<file path="src/rtl/result_line_packer.sv">
// result_line_packer
// Packs 32-bit unum results from the normalization stage into lines of LANES
// words and buffers completed lines in a DEPTH-entry FIFO that drains through
// a valid/ready handshake.
// Ports:
//   clk, rst            clock, synchronous active-high reset
//   unum, overflow      result word and its overflow flag
//   finish              unum/overflow valid this cycle (never stalls)
//   flush               request to emit the current partial line
//   line_ready          downstream accepts the head line
//   line_valid          FIFO non-empty
//   line_data           head line, lane i = bits [32i+31:32i]
//   line_words          number of valid lanes in the head line
//   line_ovf, line_nar  head line status flags
//   full                FIFO holds DEPTH lines
//   err                 sticky, a completed line was dropped
//   lines_out           count of popped lines (wraps)

// One assembly lane. cur presents the lane as it will be pushed, i.e. with the
// word written this cycle already merged in.
module result_line_packer_lane (
  input  logic        clk,
  input  logic        rst,
  input  logic        clr,
  input  logic        we,
  input  logic [31:0] d,
  output logic [31:0] cur
);
  logic [31:0] q;

  always_ff @(posedge clk) begin
    if (rst || clr) q <= '0;
    else if (we)    q <= d;
  end

  assign cur = we ? d : q;
endmodule

module result_line_packer #(
  parameter int LANES = 16,
  parameter int DEPTH = 4
) (
  input  logic                   clk,
  input  logic                   rst,
  input  logic [31:0]            unum,
  input  logic                   overflow,
  input  logic                   finish,
  input  logic                   flush,
  input  logic                   line_ready,
  output logic                   line_valid,
  output logic [32*LANES-1:0]    line_data,
  output logic [$clog2(LANES):0] line_words,
  output logic                   line_ovf,
  output logic                   line_nar,
  output logic                   full,
  output logic                   err,
  output logic [15:0]            lines_out
);
  localparam int IW = $clog2(LANES);
  localparam int PW = $clog2(DEPTH);
  localparam logic [31:0]   NAR      = 32'h8000_0000;
  localparam logic [IW-1:0] LAST     = IW'(LANES - 1);
  localparam logic [PW:0]   CNT_FULL = (PW + 1)'(DEPTH);

  logic [IW-1:0] idx;
  logic          a_ovf, a_nar, flush_pend;
  logic [LANES-1:0][31:0] lane_cur;

  logic [DEPTH-1:0][32*LANES-1:0] f_data;
  logic [DEPTH-1:0][IW:0]         f_words;
  logic [DEPTH-1:0]               f_ovf, f_nar;
  logic [PW-1:0]                  wptr, rptr;
  logic [PW:0]                    count, count_nx;

  logic [IW:0] idx_after;
  logic fill_push, flush_svc, push, drop, clr, pop, accept, e_ovf, e_nar;

  // Fill level including the word arriving this cycle.
  assign idx_after = {1'b0, idx} + {{IW{1'b0}}, finish};
  assign fill_push = finish && (idx == LAST);
  assign pop       = line_valid & line_ready;
  // A pop in the same cycle frees the slot a full FIFO needs.
  assign accept    = (count != CNT_FULL) | pop;
  // A flush arriving with a word is serviced at once; otherwise it waits a cycle
  // in flush_pend.
  assign flush_svc = (flush_pend | (flush & finish)) & (idx_after != '0) & accept;
  assign push      = (fill_push & accept) | flush_svc;
  assign drop      = fill_push & ~accept;
  // Assembly clears on every completed line, whether buffered or dropped.
  assign clr       = fill_push | flush_svc;
  assign e_ovf     = a_ovf | (finish & overflow);
  assign e_nar     = a_nar | (finish & (unum == NAR));
  assign count_nx  = count + {{PW{1'b0}}, push} - {{PW{1'b0}}, pop};

  for (genvar i = 0; i < LANES; i++) begin : g_lane
    result_line_packer_lane u_lane (
      .clk (clk),
      .rst (rst),
      .clr (clr),
      .we  (finish && (idx == IW'(i))),
      .d   (unum),
      .cur (lane_cur[i])
    );
  end

  always_ff @(posedge clk) begin
    if (rst) begin
      idx        <= '0;
      a_ovf      <= 1'b0;
      a_nar      <= 1'b0;
      flush_pend <= 1'b0;
      wptr       <= '0;
      rptr       <= '0;
      count      <= '0;
      line_valid <= 1'b0;
      full       <= 1'b0;
      err        <= 1'b0;
      lines_out  <= '0;
    end else begin
      if (clr) begin
        idx   <= '0;
        a_ovf <= 1'b0;
        a_nar <= 1'b0;
      end else if (finish) begin
        idx   <= idx + 1'b1;
        a_ovf <= e_ovf;
        a_nar <= e_nar;
      end
      // Pending flush survives a full FIFO but dies with an empty assembly.
      flush_pend <= ~clr & (flush | flush_pend) & (idx_after != '0);
      if (push) wptr <= wptr + 1'b1;
      if (pop) begin
        rptr      <= rptr + 1'b1;
        lines_out <= lines_out + 16'd1;
      end
      count      <= count_nx;
      line_valid <= (count_nx != '0);
      full       <= (count_nx == CNT_FULL);
      if (drop) err <= 1'b1;
    end
  end

  // Storage needs no reset: head outputs are masked while empty.
  always_ff @(posedge clk) begin
    if (push) begin
      f_data[wptr]  <= lane_cur;
      f_words[wptr] <= idx_after;
      f_ovf[wptr]   <= e_ovf;
      f_nar[wptr]   <= e_nar;
    end
  end

  assign line_data  = line_valid ? f_data[rptr]  : '0;
  assign line_words = line_valid ? f_words[rptr] : '0;
  assign line_ovf   = line_valid & f_ovf[rptr];
  assign line_nar   = line_valid & f_nar[rptr];
endmodule

</file>
<file path="config.mk">
export PLATFORM = sky130hd
export DESIGN_NAME = result_line_packer
export DESIGN_NICKNAME = d
export VERILOG_FILES = /design/src/rtl/result_line_packer.sv
export SDC_FILE = /design/constraint.sdc
export NUM_CORES = 2
export LEC_CHECK = 0
export ABC_AREA = 1
export BUFFER_PORTS_ARGS = -buffer_cell sky130_fd_sc_hd__buf_4
export CAP_MARGIN = 20
export CORE_AREA = 2 2 430 432
export DETAILED_ROUTE_END_ITERATION = 8
export DIE_AREA = 0 0 432 434
export GPL_ROUTABILITY_DRIVEN = 0
export PLACE_DENSITY = 0.8
export SYNTH_ARGS = -nofsm -noshare
export SYNTH_HDL_FRONTEND = slang
export SYNTH_HIERARCHICAL = 1
export SYNTH_SLANG_ARGS = --single-unit
</file>
<file path="constraint.sdc">
create_clock -name clk -period 33.4 [get_ports clk]
set_input_delay 5.01 -clock clk [delete_from_list [all_inputs] [get_ports clk]]
set_output_delay 5.01 -clock clk [all_outputs]
set_load 0.01 [all_outputs]
</file>
==> results.md <==
- Status: complete, no violations
- Reg2reg start: idx[2]
- Unique masters post-synth: 34
- Area of the mapped netlist: 108900 sq um
- Register area share after synthesis: 0.6724
- Wire length of the first global-routing pass: around 440 mm
- CTS resizes: 0
- Min Clock Period, post-route: roughly 12 ns
- Root Driver: clkbuf_16
- Tcrit/Tclk final: 0.3676
- Pre-antenna DRT Iters: 8
- Crit end category: primary output
- Cells after synthesis: 10700
- Ports: around 580
- Num rows: 157
- Vias in the first global route: 74560
- Largest net degree at the start of global routing: 291
- CTS Buf Count: around 280
- CP arrival: 7.27 ns
- Die Y: between 400 and 500 um
- Port-buffer cells: 575
- Worst EP required: 28.39 ns
- Power per Cell Area: 70.96 nW/um^2
- FF+latch count, synth: 2621
- Die Width: approximately 430 um
- Max-cap violations: 0
- Type of origin of the critical path: register
- Fin. max-slew vios: 0
- Final instance area: 121800 sq um
- 1st-iter DRT viols: 9423
- Unrepaired setup endpoints after global routing: no
- Area Growth Syn to Fin: 11.85%
- Synth Net Count: 10750
- Deepest clock path buffer count: 4
- Worst slew margin: 0.1332
- Peak VDD IR: 0.00005985 V
- WL per Instance: about 22 um
- Sw Share: 0.3010
- Syn. warnings: 6
- DP Area: 113000 sq um
- DRC: 0
- Via count: 76660
- Clock power share: 0.342
- Clk sinks: roughly 2600
- CP startpoint: rptr[0]
- Hold Fails Final Rpt: 0
- WS Path Type: reg -> out
- Worst-margin pin slew: 1.300 ns
- Fmax: 81.45 MHz
- Internal power: 0.006043 W
- Proportion of layout cells with a drive suffix above 1: 0.1412
- Vias/cell: approximately 5.6
- Hold Startpoint: a_nar
- Worst hold path type: reg -> reg
- Sequential share of power: 0.435
- Net count reported at finish: 11100
- CP Max Fanout: 100
- Detailed Place HPWL: 167.1 mm
- Synth Area per Inst: 10.18 sq um
- Worst-skew pair later-pin latency: 0.94 ns
- Routed Antenna Nets: 0
- Setup TNS: 0 ns
- Reg2Reg Setup Slack: 26.49 ns
- CTS tree: done
- Reg clk slew, reported paths: 0.06 ns
- Post-CTS Setup Bufs: 0
- Gate power share: 0.223
- Die area: 187500 sq um
- CTS Hold Buffers Added: 0
- Drt total wl: 303.3 mm
- Grt ovf: 0
- Leakage power total: 51.34 nW
- Skew final: 0.08034 ns
- Final setup viols: 0
- GR Util All Layers: 0.3173
- Core Area: 182500 sq um
- H-tree levels: 5
- Antenna violations before repair: 14
- Starting density of the core: 0.5969
- Sw Pwr: around 0.0026 W
## per-layer routing
metal / wire [um] / part of all wire / GRT usage / vias to the layer above
met5: 13 / 0.000043 / 0 / -
met4: 21730 / 0.072 / 0.2211 / 2
met3: 31420 / 0.10 / 0.05541 / 848
met2: 143300 / 0.47 / 0.5112 / 4560
met1: 106800 / 0.35 / 0.3920 / 36530
li1: - / - / - / 34730
## cell families (layout without fill, tap and decap cells)
| kind of cell | after synthesis | in the layout | synth area share |
|---|---|---|---|
| xor gates and xnor gates | 6 | 6 | 0.0004824 |
| AOI/OAI and AO/OA | 1585 | 1585 | 0.07290 |
| DFF | 2621 | 2621 | 0.6724 |
| other | 0 | 10 | 0 |
| adders and majority gates | 14 | 14 | 0.001677 |
| and+or+nand+nor | 4297 | 4297 | 0.1601 |
| buffers and inverters | 2175 | 2732 | 0.09246 |
## power by group through the flow
stage | combinational (W) | clock, W | sequential (W)
after floorplan | 0.00107 | 0 | 0.00397
after global placement | 0.00185 | 0 | 0.00382
after detailed placement | 0.00189 | 0 | 0.00383
after CTS | 0.00190 | 0.00297 | 0.00376
after global routing | 0.00204 | 0.00311 | 0.00378
final | 0.00192 | 0.00296 | 0.00376
## cells in the mapped netlist
library cell  count  share of area
buf_4            70         0.0048
clkinv_2          1       0.000046
inv_1          1572          0.054
buf_2           138         0.0063
o21ai_2           1       0.000080
nor3_1            8        0.00037
nand3b_1          1       0.000069
buf_6            83         0.0086
nand3_1          14        0.00064
nand4_1           4        0.00023
a21boi_1          1       0.000069
o21ai_0         830          0.038
nor2_2          480          0.028
clkbuf_1        154         0.0053
edfxtp_1       2076           0.57
dfxtp_1         545           0.10
nor2_1         2184          0.075
nand2_2           2        0.00011
or2_1            16        0.00092
xnor2_1           1       0.000080
o21ai_1         216         0.0099
a21o_1            1       0.000069
nor3b_1           2        0.00014
nor2_4            1        0.00010
nand2_1        1584          0.055
buf_12           48         0.0088
fa_1              1        0.00018
buf_1            36         0.0012
xor2_1            5        0.00040
clkbuf_2         54         0.0025
ha_1             13         0.0015
a21oi_1         536          0.025
nand3_2           1       0.000092
inv_2            19        0.00065
## worst max-delay path, cell delays in order, from the launching register on
cell and delay (ns):
dfxtp_4 0.96, buf_4 0.77, buf_4 0.86, buf_4 0.41
buf_16 0.35, buf_4 0.89, buf_4 0.89, nor2_1 0.11
nor2_1 0.11, o21ai_0 0.12, a21oi_1 0.35, buf_4 0.19
## flip-flops by register name, indices dropped and copies added (netlist names)
name and count:
full 1, lines_out 16, count 3, rptr 2, a_ovf 1, f_nar 4
f_data 2048, a_nar 1, err 1, wptr 2, idx 4, f_words 20
g_lane.u_lane/q 512, line_valid 1, flush_pend 1, f_ovf 4
## layout make-up
class | instances | area, sq um
sequential | 2621 | 73260
fill | 12840 | 60650
multi-input combinational | 5902 | 25710
clock buffer | 372 | 7761
inverter | 1592 | 6007
timing repair buffer | 660 | 5167
tap | 2385 | 2984
clock inverter | 108 | 928.4
antenna | 10 | 25.02
## through the flow
| stage | total power, W | worst slack (ns) | cells | hold slack (ns) | util |
|---|---|---|---|---|---|
| floorplan | 0.005035 | 4.613 | 10700 | 0.4268 | - |
| global placement | 0.005676 | 22.13 | 13150 | 0.4400 | 0.6190 |
| detailed placement | 0.005717 | 21.95 | 13160 | 0.4474 | 0.6191 |
| CTS | 0.008641 | 20.94 | 13640 | 0.4612 | 0.6668 |
| global route | 0.008922 | 20.82 | 13640 | 0.4941 | 0.6675 |
| finish | 0.008646 | 21.12 | 13650 | 0.4597 | 0.6677 |
## final timing paths
check | endpoint | depth (start not counted)
worst max-delay path | line_data[198] | 11
worst min-delay path | a_nar | 2
worst max register to register | f_data[1668] | 9
worst min register to register | a_nar | 2
## layout by cell type, fill, tap and decap left out, types with 42 or more instances in the layout
cell / Yosys / routed
a21oi_1: 536 / 536
nor2_1: 2184 / 2164
nor2_2: 480 / 491
dfxtp_1: 545 / 543
clkinv_2: 1 / 42
clkbuf_1: 154 / 59
o21ai_1: 216 / 216
buf_4: 70 / 646
nand2_1: 1584 / 1584
inv_1: 1572 / 1572
clkbuf_16: 0 / 287
edfxtp_1: 2076 / 2076
o21ai_0: 830 / 830
(Power assumes the default switching activity.)
